<file path="config.mk">
export PLATFORM = sky130hd
export DESIGN_NAME = uart_tx_module
export DESIGN_NICKNAME = d
export VERILOG_FILES = /design/src/rtl/uart_tx_module.sv
export SDC_FILE = /design/constraint.sdc
export NUM_CORES = 1
export LEC_CHECK = 0
export BUFFER_PORTS_ARGS = -buffer_cell sky130_fd_sc_hd__clkbuf_2
export CAP_MARGIN = 20
export CORE_MARGIN = 2
export CORE_UTILIZATION = 65
export CTS_CLUSTER_SIZE = 12
export DETAILED_ROUTE_END_ITERATION = 8
export GPL_ROUTABILITY_DRIVEN = 0
export PLACE_DENSITY = 0.86
export SETUP_SLACK_MARGIN = 0.5
export SYNTH_ARGS = -nofsm -noshare
export SYNTH_HDL_FRONTEND = slang
export SYNTH_SLANG_ARGS = --single-unit
export TNS_END_PERCENT = 5
</file>
<file path="constraint.sdc">
create_clock -name clk -period 9.24 [get_ports clk]
set_clock_uncertainty 0.1 [all_clocks]
set_input_delay 0.924 -clock clk [delete_from_list [all_inputs] [get_ports clk]]
set_output_delay 0.924 -clock clk [all_outputs]
set_load 0.02 [all_outputs]
</file>
<file path="src/rtl/uart_tx_module.sv">
// Buffered 8N1 UART transmitter: multi-byte push FIFO feeding a one-byte-at-a-time
// serializer with a registered, glitch-free tx line.

module multi_push_multi_pop_fifo #(
    parameter int W     = 8,
    parameter int DEPTH = 4,
    parameter int NPUSH = 4,
    parameter int NPOP  = 1
)(
    input  logic                                clk,
    input  logic                                rstn,
    input  logic [NPUSH-1:0][W-1:0]             push_data,
    input  logic [$clog2(NPUSH+1)-1:0]          push,
    output logic [$clog2(NPUSH+1)-1:0]          can_push,
    input  logic [$clog2(NPOP+1)-1:0]           pop,
    output logic [NPOP-1:0][W-1:0]              pop_data,
    output logic [$clog2(NPOP+1)-1:0]           can_pop
);
    localparam int PW = $clog2(NPUSH+1);
    localparam int QW = $clog2(NPOP+1);
    localparam int CW = $clog2(DEPTH+1);
    localparam int AW = (DEPTH > 1) ? $clog2(DEPTH) : 1;

    logic [W-1:0]              mem [DEPTH];
    logic [AW-1:0]             wr_ptr, rd_ptr;
    logic [CW-1:0]             cnt;
    logic [PW-1:0]             n_push;
    logic [QW-1:0]             n_pop;
    logic [NPUSH-1:0]          we;
    logic [NPUSH-1:0][AW-1:0]  widx;
    int                        free_i, used_i;

    // Oversized requests are dropped whole rather than partially written.
    always_comb begin
        free_i   = DEPTH - int'(cnt);
        used_i   = int'(cnt);
        can_push = PW'((free_i > NPUSH) ? NPUSH : free_i);
        can_pop  = QW'((used_i > NPOP) ? NPOP : used_i);
        n_push   = (push <= can_push) ? push : '0;
        n_pop    = (pop <= can_pop) ? pop : '0;
    end

    for (genvar i = 0; i < NPUSH; i++) begin : g_lane
        assign we[i]   = (i < int'(n_push));
        assign widx[i] = AW'((int'(wr_ptr) + i) % DEPTH);
    end

    for (genvar j = 0; j < NPOP; j++) begin : g_rd
        assign pop_data[j] = mem[AW'((int'(rd_ptr) + j) % DEPTH)];
    end

    always_ff @(posedge clk) begin
        if (!rstn) begin
            wr_ptr <= '0;
            rd_ptr <= '0;
            cnt    <= '0;
        end else begin
            wr_ptr <= AW'((int'(wr_ptr) + int'(n_push)) % DEPTH);
            rd_ptr <= AW'((int'(rd_ptr) + int'(n_pop)) % DEPTH);
            cnt    <= CW'(int'(cnt) + int'(n_push) - int'(n_pop));
        end
    end

    always_ff @(posedge clk) begin
        if (rstn) begin
            for (int i = 0; i < NPUSH; i++)
                if (we[i]) mem[widx[i]] <= push_data[i];
        end
    end
endmodule

module uart_tx_module #(
    parameter int clk_mhz  = 50,
    parameter int boadrate = 9600,
    parameter int DEPTH    = 4,
    parameter int N        = 4
)(
    input  logic                     clk,
    input  logic                     rst,
    input  logic [N-1:0][7:0]        data,
    input  logic [$clog2(N+1)-1:0]   push,
    output logic [$clog2(N+1)-1:0]   can_push,
    output logic                     tx,
    output logic                     busy
);
    localparam int SCALE = clk_mhz * 1000 * 1000 / boadrate;
    localparam int CNTW  = $clog2(SCALE) + 1;
    localparam logic [CNTW-1:0] RELOAD = CNTW'(SCALE - 1);

    typedef enum logic [1:0] {IDLE, START, DATA, STOP} state_t;

    state_t          state;
    logic [7:0]      shift;
    logic [2:0]      bit_idx;
    logic [CNTW-1:0] cnt;
    logic            tick;
    logic            pop;
    logic            can_pop;
    logic [0:0][7:0] pop_data;

    multi_push_multi_pop_fifo #(
        .W(8), .DEPTH(DEPTH), .NPUSH(N), .NPOP(1)
    ) u_fifo (
        .clk       (clk),
        .rstn      (~rst),
        .push_data (data),
        .push      (push),
        .can_push  (can_push),
        .pop       (pop),
        .pop_data  (pop_data),
        .can_pop   (can_pop)
    );

    assign tick = (cnt == '0);
    // Pop from idle, or on the last stop cycle so back-to-back frames have no gap.
    assign pop  = ((state == IDLE) || (state == STOP && tick)) && can_pop;

    always_ff @(posedge clk) begin
        if (rst) begin
            state   <= IDLE;
            shift   <= '0;
            bit_idx <= '0;
            cnt     <= '0;
            tx      <= 1'b1;
            busy    <= 1'b0;
        end else begin
            // Line and busy are registered copies of the current state, one cycle behind.
            tx   <= (state == START) ? 1'b0 : (state == DATA) ? shift[0] : 1'b1;
            busy <= (state != IDLE) || can_pop;
            case (state)
                IDLE: begin
                    if (pop) begin
                        shift <= pop_data[0];
                        cnt   <= RELOAD;
                        state <= START;
                    end
                end
                START: begin
                    if (tick) begin
                        state   <= DATA;
                        bit_idx <= '0;
                        cnt     <= RELOAD;
                    end else begin
                        cnt <= cnt - 1'b1;
                    end
                end
                DATA: begin
                    if (tick) begin
                        shift   <= {1'b0, shift[7:1]};
                        cnt     <= RELOAD;
                        bit_idx <= bit_idx + 1'b1;
                        if (bit_idx == 3'd7) state <= STOP;
                    end else begin
                        cnt <= cnt - 1'b1;
                    end
                end
                STOP: begin
                    if (tick) begin
                        if (pop) begin
                            shift <= pop_data[0];
                            cnt   <= RELOAD;
                            state <= START;
                        end else begin
                            state <= IDLE;
                        end
                    end else begin
                        cnt <= cnt - 1'b1;
                    end
                end
                default: state <= IDLE;
            endcase
        end
    end
endmodule

</file>
==> flow_summary.toml, run 1 <==
[sta]
finalSetupViolations = 0
hold_viol = 0
holdWs_ns = 0.368
timing.final.crit_share_pct = 42.2
tightest_slew_ns = 1.09
period_needed_ns = 3.90
fin_setup_tns_ns = 0
fmax_mhz = 256
finalMaxSlewViolations = 0
grt_setup_unrepaired = "false"
slew_headroom_pct = 27.2

[global_routing]
antenna_found_initial = 0
grt_max_degree = 41
grt_pass1_vias = 3988
grt_pass1_wl_um = 18700
grt_remaining_overflow = 0
track_usage_pct = 30.0

[yosys]
yosys-top-cells-area = "edfxtp_1, dfxtp_1, a21oi_1, nor2_1, o31ai_1"
netlist_instances = 557
yosys.area.top_type = "edfxtp_1"
avgSynthCellArea_sq_um = 8.54
synth.yosys.seq_area_share_pct = 35.3
synth-seq-cells = 68
async_flop_share_pct = 0
yosysWarningCount = 0
synth_area_sq_mm = 0.00476
yosysUniqueCellTypes = 55
synth_top_area_share_pct = 20.2
synth_ff_type = "dfxtp_1"
synth_edf_count = 32
syn-num-nets = 613

[route]
vias = 4387
wire_per_inst_um = 17.4
ant_nets = 0
totalWireLength_um = 11800
drt_iter0_markers = 416
drc = 0
dr.pass1.iters = 5
viasPerCell = 6.47

[clock_network]
cts_sinks = 68
cts_tree = "built"
clockBufferDepth = 2
root_buffer = "clkbuf_8"
clk_pin_slew_ns = 0.07
hold_buffers = 0
post_cts_resized = 0
post-cts-setup-buffer-count = 0
cts_htree_levels = 3
numCtsBuffers = 9
clock_latency_ns = 0.34

[floorplanning]
dieArea_sq_mm = 0.00802
coreArea_sq_mm = 0.00718
row_count = 31
start_util_pct = 66.3
ioPinCount = 42
die_w_um = 89.6
die_h_um = 89.6

[min_path]
whs_path_depth = 2
hold_class = "reg -> reg"
min_from = "bit_idx[1]"
whs_endpoint = "bit_idx[1]"

[setup_path]
required_ns = 9.22
r2r_cells = 10
path_max_fanout = 36
critPathLaunchType = "register"
crit_arrival_ns = 3.88
r2r_end = "u_fifo.mem[3][6]"
critPathKind = "reg -> reg"
r2r_start = "u_fifo.cnt[0]"
critPathCaptureType = "register"
r2r_setup_slack_ns = 5.34

[layout]
layout_commonest_cell = "nor2_1"
fin_nets = 631
finalInstanceArea_sq_mm = 0.00519
syn2layout_area_growth_pct = 9.02
fillers = 537
final_cell_mix = "nor2_1, nand2_1, a21oi_1, clkbuf_2, dfxtp_1"
diodes = 0
drive_above_1_share_pct = 15.2

[power_and_ir_drop]
p_total_w = 0.00188
power.leakage_nw = 1.93
powerDensity_mw_per_mm2 = 363
ir_worst_vdd_mv = 0.201

[place]
port_buffers = 41
hpwl_um = 8720
dpl_cell_area_sq_mm = 0.00495

[flow_run]
drv_cap = 0

[outcome]
status = "complete, no violations"
-- sequential cells by signal (all words and copies together), names as in the netlist --
| register | flops |
|---|---|
| u_fifo.mem | 32 |
| tx | 1 |
| bit_idx | 3 |
| state | 2 |
| cnt | 14 |
| u_fifo.rd_ptr | 2 |
| shift | 8 |
| u_fifo.cnt | 3 |
| busy | 1 |
| u_fifo.wr_ptr | 2 |
-- metal layers --
metal	GRT usage (%)	vias up	routed length [um]
li1	-	2099	-
met1	38.9	2027	4840
met2	51.9	239	5850
met3	3.60	22	899
met4	9.77	0	194
met5	0	-	0
-- cell usage after synthesis (4+ instances only) --
cell / instances
a211oi_1: 29
xnor2_1: 7
nand3_1: 27
nor3_1: 14
clkbuf_1: 27
a21o_1: 6
ha_1: 18
nor2_1: 64
o21a_1: 6
nor2b_1: 19
a31oi_1: 5
edfxtp_1: 32
o21ai_0: 15
o31ai_1: 31
nand2_1: 54
o221a_2: 4
mux2i_1: 10
nor4_1: 5
o21ai_1: 6
buf_1: 7
dfxtp_1: 36
inv_1: 18
a21oi_1: 52
mux4_2: 8
mux2_4: 7
-- worst max-delay path by stage --
stage / endpoint / from / depth (start not counted) / slack (ns)
floorplan: u_fifo.cnt[2] / u_fifo.cnt[0] / 15 / 5.72
global placement: u_fifo.mem[3][6] / rst / 5 / 5.15
detailed placement: u_fifo.mem[1][6] / rst / 5 / 5.00
CTS: u_fifo.mem[1][6] / u_fifo.cnt[0] / 9 / 4.95
global route: u_fifo.mem[3][6] / u_fifo.cnt[0] / 10 / 5.09
finish: u_fifo.mem[3][6] / u_fifo.cnt[0] / 10 / 5.34
-- worst max-delay path: stages (launching register included) --
cell and delay (ns):
dfxtp_1 0.43, inv_1 0.09, ha_1 0.22, o41ai_1 0.38, ha_1 0.32, nor2b_1 0.17
or4_1 0.57, buf_16 0.24, a21oi_1 0.80, o21bai_1 0.21, o21ai_0 0.09
-- stage by stage --
step / setup WS [ns] / utilization, % / instances
floorplan: 5.72 / - / 557
global placement: 5.15 / 68.9 / 662
detailed placement: 5.00 / 68.9 / 662
CTS: 4.95 / 71.8 / 677
global route: 5.09 / 72.3 / 678
finish: 5.34 / 72.3 / 678
-- cell families after synthesis --
| group | count (synthesis) | synth area share, % |
|---|---|---|
| AND/OR/NAND/NOR | 207 | 21.0 |
| AO/OA/AOI/OAI | 174 | 24.0 |
| flip-flops | 68 | 35.3 |
| buffers and inverters | 54 | 4.58 |
| multiplexers | 25 | 8.10 |
| adder cells (fa/ha/maj) | 19 | 5.16 |
| XOR/XNOR | 10 | 1.84 |
-- area by class of cell --
| type | count | area, sq um | area share (%) |
|---|---|---|---|
| Clock inverter | 5 | 77.6 | 1.50 |
| Inverter | 18 | 67.6 | 1.30 |
| Timing Repair Buffer | 43 | 240 | 4.63 |
| Multi-Input combinational cell | 435 | 2870 | 55.3 |
| Clock buffer | 10 | 128 | 2.46 |
| Sequential cell | 68 | 1680 | 32.4 |
| Tap cell | 99 | 124 | 2.39 |
-- power by group --
| part | switching, W | internal, W |
|---|---|---|
| registers | 0.0000859 | 0.000481 |
| clock network | 0.000109 | 0.000150 |
| logic | 0.000624 | 0.000433 |
| total | 0.000820 | 0.00106 |
(Power assumes the default switching activity.)
==> inputs of run 2 (changes only) <==
- CORE_UTILIZATION: 65 -> 61
- PLACE_DENSITY: 0.86 -> 0.81
- clock period: 9.24 -> 3.7 ns (I/O delays scaled with it)
==> run 2 against run 1 <==
Via count shrank 0.30%. First-iteration DRC count shrank 25%. Setup slack lost 4.9 ns. Clock power grew 130%. Global-route usage shrank 2.3 points. Die area grew 6.3%. Sequential cell count is the same.
==> flow_summary.toml, run 2 (same netlist as run 1, synthesis figures left out) <==
[outcome]
status = "complete, no violations"

[place]
dp_cells = 681
hpwl_um = 8500
port_buffers = 41

[sta]
finalSetupViolations = 0
grt_setup_unrepaired = "true"
fmax_mhz = 308
tightest_slew_ns = 0.757
slew_headroom_pct = 49.5
hold_viol = 0
fin_setup_tns_ns = 0
period_needed_ns = 3.24
finalMaxSlewViolations = 0
timing.final.crit_share_pct = 87.7

[clock_network]
root_buffer = "clkbuf_8"
clock_latency_ns = 0.34
hold_buffers = 0
cts_sinks = 68
numCtsBuffers = 9
clockBufferDepth = 2
cts_htree_levels = 3
clk_pin_slew_ns = 0.07
cts_tree = "built"

[setup_path]
critPathKind = "reg -> reg"
r2r_cells = 14
critPathMaxStageDelay_ns = 0.39
crit_arrival_ns = 3.37
path_max_fanout = 4
r2r_start = "u_fifo.cnt[0]"
r2r_setup_slack_ns = 0.46
cpLargestDelayFamily = "adder cells"
worstPathCellList = "inv_4 -> ha_4 -> o41ai_4 -> ha_1 -> nor2b_4 -> nor3_4 -> o21ai_2 -> ha_1 -> inv_2 -> fa_2 -> xnor2_2 -> xnor2_1 -> xnor2_1 -> nor2_1"
critPathLaunchType = "register"
critPathCaptureType = "register"
r2r_end = "u_fifo.cnt[2]"
slowest_stage = "dfxtp_4"
required_ns = 3.82
cp.buffers_inverters = 2

[route]
dr.pass1.iters = 5
vias = 4374
viasPerCell = 6.21
drt_iter0_markers = 313
wire_per_inst_um = 16.5
totalWireLength_um = 11600
ant_nets = 0
drc = 0

[layout]
fin_cells = 704
fin_nets = 653
largest_register_ffs = 32
regArea_sq_mm = 0.00169
layout_commonest_cell = "nor2_1"
fillers = 570
final_cell_mix = "nor2_1, nand2_1, a21oi_1, clkbuf_2, dfxtp_1"
multi_input_area_sq_mm = 0.00298
drive_above_1_share_pct = 21.9
diodes = 0
syn2layout_area_growth_pct = 14.5

[global_routing]
grt_max_degree = 35
grt_pass1_wl_um = 19100
grt_pass1_vias = 3985
track_usage_pct = 27.7
antenna_found_initial = 0
grt_remaining_overflow = 0

[floorplanning]
ioPinCount = 42
coreArea_sq_mm = 0.00765
start_util_pct = 62.2
die_w_um = 92.3
die_h_um = 92.3
dieArea_sq_mm = 0.00852
row_count = 32

[min_path]
hold_class = "in -> reg"
min_from = "rst"
whs_path_depth = 2
whs_endpoint = "u_fifo.wr_ptr[0]"

[flow_run]
drv_cap = 0

[power_and_ir_drop]
power.leakage_nw = 2.05
ir_worst_vdd_mv = 0.534
powerDensity_mw_per_mm2 = 917
p_total_w = 0.00499
run 2: final cells by class:
| class | instances | share of cell area [%] |
|---|---|---|
| multi-input combinational | 435 | 54.7 |
| tap | 102 | 2.34 |
| clock inverter | 7 | 1.22 |
| timing repair buffer | 65 | 7.14 |
| inverter | 18 | 1.29 |
| sequential | 68 | 31.0 |
| clock buffer | 9 | 2.27 |
run 2: how the worst max path moves through the flow:
stage                  start       endpoint  slack (ns)  cells after the start
6_report       u_fifo.cnt[0]  u_fifo.cnt[2]        0.46                     14
2_1_floorplan         cnt[0]  u_fifo.cnt[2]        0.51                     15
4_1_cts        u_fifo.cnt[0]  u_fifo.cnt[2]        0.44                     14
3_5_place_dp   u_fifo.cnt[0]  u_fifo.cnt[2]        0.18                     14
5_1_grt        u_fifo.cnt[0]  u_fifo.cnt[2]        0.33                     14
3_3_place_gp   u_fifo.cnt[0]  u_fifo.cnt[2]        0.35                     14
run 2: repair_timing:
action | in CTS | in global routing
gates resized for setup | 9 | 19
endpoints found under the setup margin | 66 | 65
buffers inserted | 0 | 7
pin swaps | 1 | 14
hold endpoints to repair | 0 | 0
run 2: worst register-to-register path, delay by kind of cell (launching register included):
kind | cells | cell delay [ns]
AOI/OAI and AO/OA | 2 | 0.43
xor gates and xnor gates | 3 | 0.49
adders and majority gates | 4 | 1.14
buffers and inverters | 2 | 0.09
DFF | 1 | 0.39
and+or+nand+nor | 3 | 0.48
run 2: power by group:
part | switching (W) | leakage, nW | internal, W
registers | 0.000212 | 0.597 | 0.00121
clock network | 0.000284 | 0.0907 | 0.000307
logic | 0.00167 | 1.36 | 0.00132
run 2: through the flow:
step	hold slack [ns]	cell area (sq um)	setup WS (ns)	util, %
after CTS	0.155	5330	0.439	69.7
after global routing	0.183	5450	0.333	71.2
after detailed placement	0.359	5100	0.182	66.7
after floorplan	0.336	4790	0.507	-
final	0.176	5450	0.457	71.2
after global placement	0.344	5100	0.350	66.7
run 2: layer usage:
| metal | track usage [%] | wire length (um) |
|---|---|---|
| met1 | 36.2 | 4820 |
| met2 | 47.6 | 5820 |
| met5 | 0 | 0 |
| met4 | 9.45 | 250 |
| met3 | 3.50 | 716 |
==> inputs of run 3 (changes only) <==
- CTS_BUF_LIST: default -> sky130_fd_sc_hd__clkbuf_16
==> run 3 against run 2 <==
Maximum frequency increased by 0.52%. Design area rose by 1.9%. Register-to-register slack gained 0.02 ns. Core utilization is 1.4 points higher. Sequential cell count did not move. Critical endpoint unchanged. Hold slack better by 0.027 ns. Non-clock buffer count unchanged. Die area unchanged. Combinational power is 2% higher.
==> flow_summary.toml, run 3 (same netlist as run 1, synthesis figures left out) <==
[power_and_ir_drop]
p_seq_share_pct = 26.9
ir_worst_vdd_mv = 0.517
power.leakage_nw = 2.09
switching_share_pct = 42.4
pwr-share-comb_pct = 57.2
switching_power_w = 0.00225
p_int_w = 0.00305
powerDensity_mw_per_mm2 = 954
clock_power_share_pct = 15.8

[floorplanning]
row_count = 32
ioPinCount = 42
coreArea_sq_mm = 0.00765
dieArea_sq_mm = 0.00852
die_h_um = 92.3
die_w_um = 92.3
start_util_pct = 62.2

[setup_path]
path_max_fanout = 5
critPathCaptureType = "register"
critPathLaunchType = "register"
critPathKind = "reg -> reg"
crit_arrival_ns = 3.34
required_ns = 3.81
r2r_end = "u_fifo.cnt[2]"
r2r_setup_slack_ns = 0.47
r2r_cells = 14
r2r_start = "cnt[0]"

[place]
hpwl_um = 8500
dp_cells = 681
dpl_cell_area_sq_mm = 0.00510
port_buffers = 41

[route]
dr.pass1.iters = 5
drc = 0
totalWireLength_um = 12100
drt_iter0_markers = 383
ant_nets = 0
wire_per_inst_um = 17.2
viasPerCell = 6.24
vias = 4395

[flow_run]
drv_cap = 0

[clock_network]
cts_sinks = 68
cts_htree_levels = 3
hold_buffers = 0
clock_latency_ns = 0.33
clockBufferDepth = 2
root_buffer = "clkbuf_16"
numCtsBuffers = 9
cts_tree = "built"
clk_pin_slew_ns = 0.06

[global_routing]
grt_max_degree = 35
top_usage_layer = "met2"
grt_remaining_overflow = 0
antenna_found_initial = 0
use_met2_pct = 49.1
grt_pass1_vias = 4092
grt_pass1_wl_um = 19500
use_met1_pct = 36.8
track_usage_pct = 28.6
met3_usage_pct = 4.88

[min_path]
min_from = "rst"
hold_class = "in -> reg"
whs_endpoint = "u_fifo.wr_ptr[0]"
whs_path_depth = 2

[sta]
grt_setup_unrepaired = "true"
timing.final.crit_share_pct = 87.2
fmax_mhz = 310
holdWs_ns = 0.203
period_needed_ns = 3.23
hold_viol = 0
tightest_slew_ns = 0.768
finalSetupViolations = 0
finalMaxSlewViolations = 0
fin_setup_tns_ns = 0
slew_headroom_pct = 48.8

[layout]
fin_util_pct = 72.6
fin_nets = 653
final_cell_mix = "nor2_1, nand2_1, a21oi_1, clkbuf_2, dfxtp_1"
diodes = 0
fin_cells = 704
largest_register_ffs = 32
drive_above_1_share_pct = 21.9
syn2layout_area_growth_pct = 16.7
finalInstanceArea_sq_mm = 0.00555
layout_commonest_cell = "nor2_1"
fillers = 547

[outcome]
status = "complete, no violations"
## run 3: cell counts in the layout (fill, tap and decap cells not counted)
No cell type changed its count.
## run 3: layout make-up
type | count | area (sq um) | share of cell area [%]
Multi-Input combinational cell | 435 | 2990 | 53.8
Sequential cell | 68 | 1690 | 30.4
Timing Repair Buffer | 65 | 385 | 6.94
Clock buffer | 9 | 225 | 4.06
Tap cell | 102 | 128 | 2.30
Inverter | 18 | 67.6 | 1.22
Clock inverter | 7 | 66.3 | 1.19
## run 3: how the worst max path moves through the flow
stage,from,slack [ns],end,cells past startpoint
2_1_floorplan,cnt[0],0.51,u_fifo.cnt[2],15
6_report,cnt[0],0.47,u_fifo.cnt[2],14
4_1_cts,cnt[0],0.46,u_fifo.cnt[2],14
3_5_place_dp,u_fifo.cnt[0],0.18,u_fifo.cnt[2],14
3_3_place_gp,u_fifo.cnt[0],0.35,u_fifo.cnt[2],14
5_1_grt,u_fifo.cnt[1],0.35,u_fifo.cnt[2],14
## run 3: critical path: stages, from the launching register on
cell	delay, ns
dfxtp_1	0.34
inv_1	0.08
ha_2	0.20
or3b_4	0.42
nor4_4	0.33
a21oi_2	0.15
a21oi_2	0.18
ha_1	0.15
inv_1	0.04
ha_2	0.17
fa_2	0.40
xnor2_2	0.15
xnor2_1	0.19
xnor2_1	0.15
nor2_1	0.05
## run 3: routing by layer
layer,wire length [um],share of wire (%),up-vias
met2,5990,50,214
li1,-,-,2148
met3,798,6.6,31
met5,0,0,-
met1,5010,41,2002
met4,282,2.3,0
## run 3: power by group through the flow
stage,clock [W],combinational [W],sequential (W)
floorplan,0,0.00213,0.00134
global placement,0,0.00258,0.00140
detailed placement,0,0.00266,0.00142
CTS,0.000840,0.00277,0.00143
global route,0.000878,0.00329,0.00146
finish,0.000839,0.00303,0.00143
## run 3: timing repair
action                                  4_1_cts  5_1_grt
endpoints found under the setup margin       66       65
setup buffers                                 1        6
hold endpoints to repair                      0        0
pin swaps                                     4       10
resized for setup                             9       18
## run 3: stage by stage
stage                     setup WS (ns)  power, W
after floorplan                   0.507   0.00347
after global placement            0.350   0.00398
after detailed placement          0.182   0.00408
after CTS                         0.463   0.00504
after global routing              0.352   0.00563
final                             0.474   0.00529
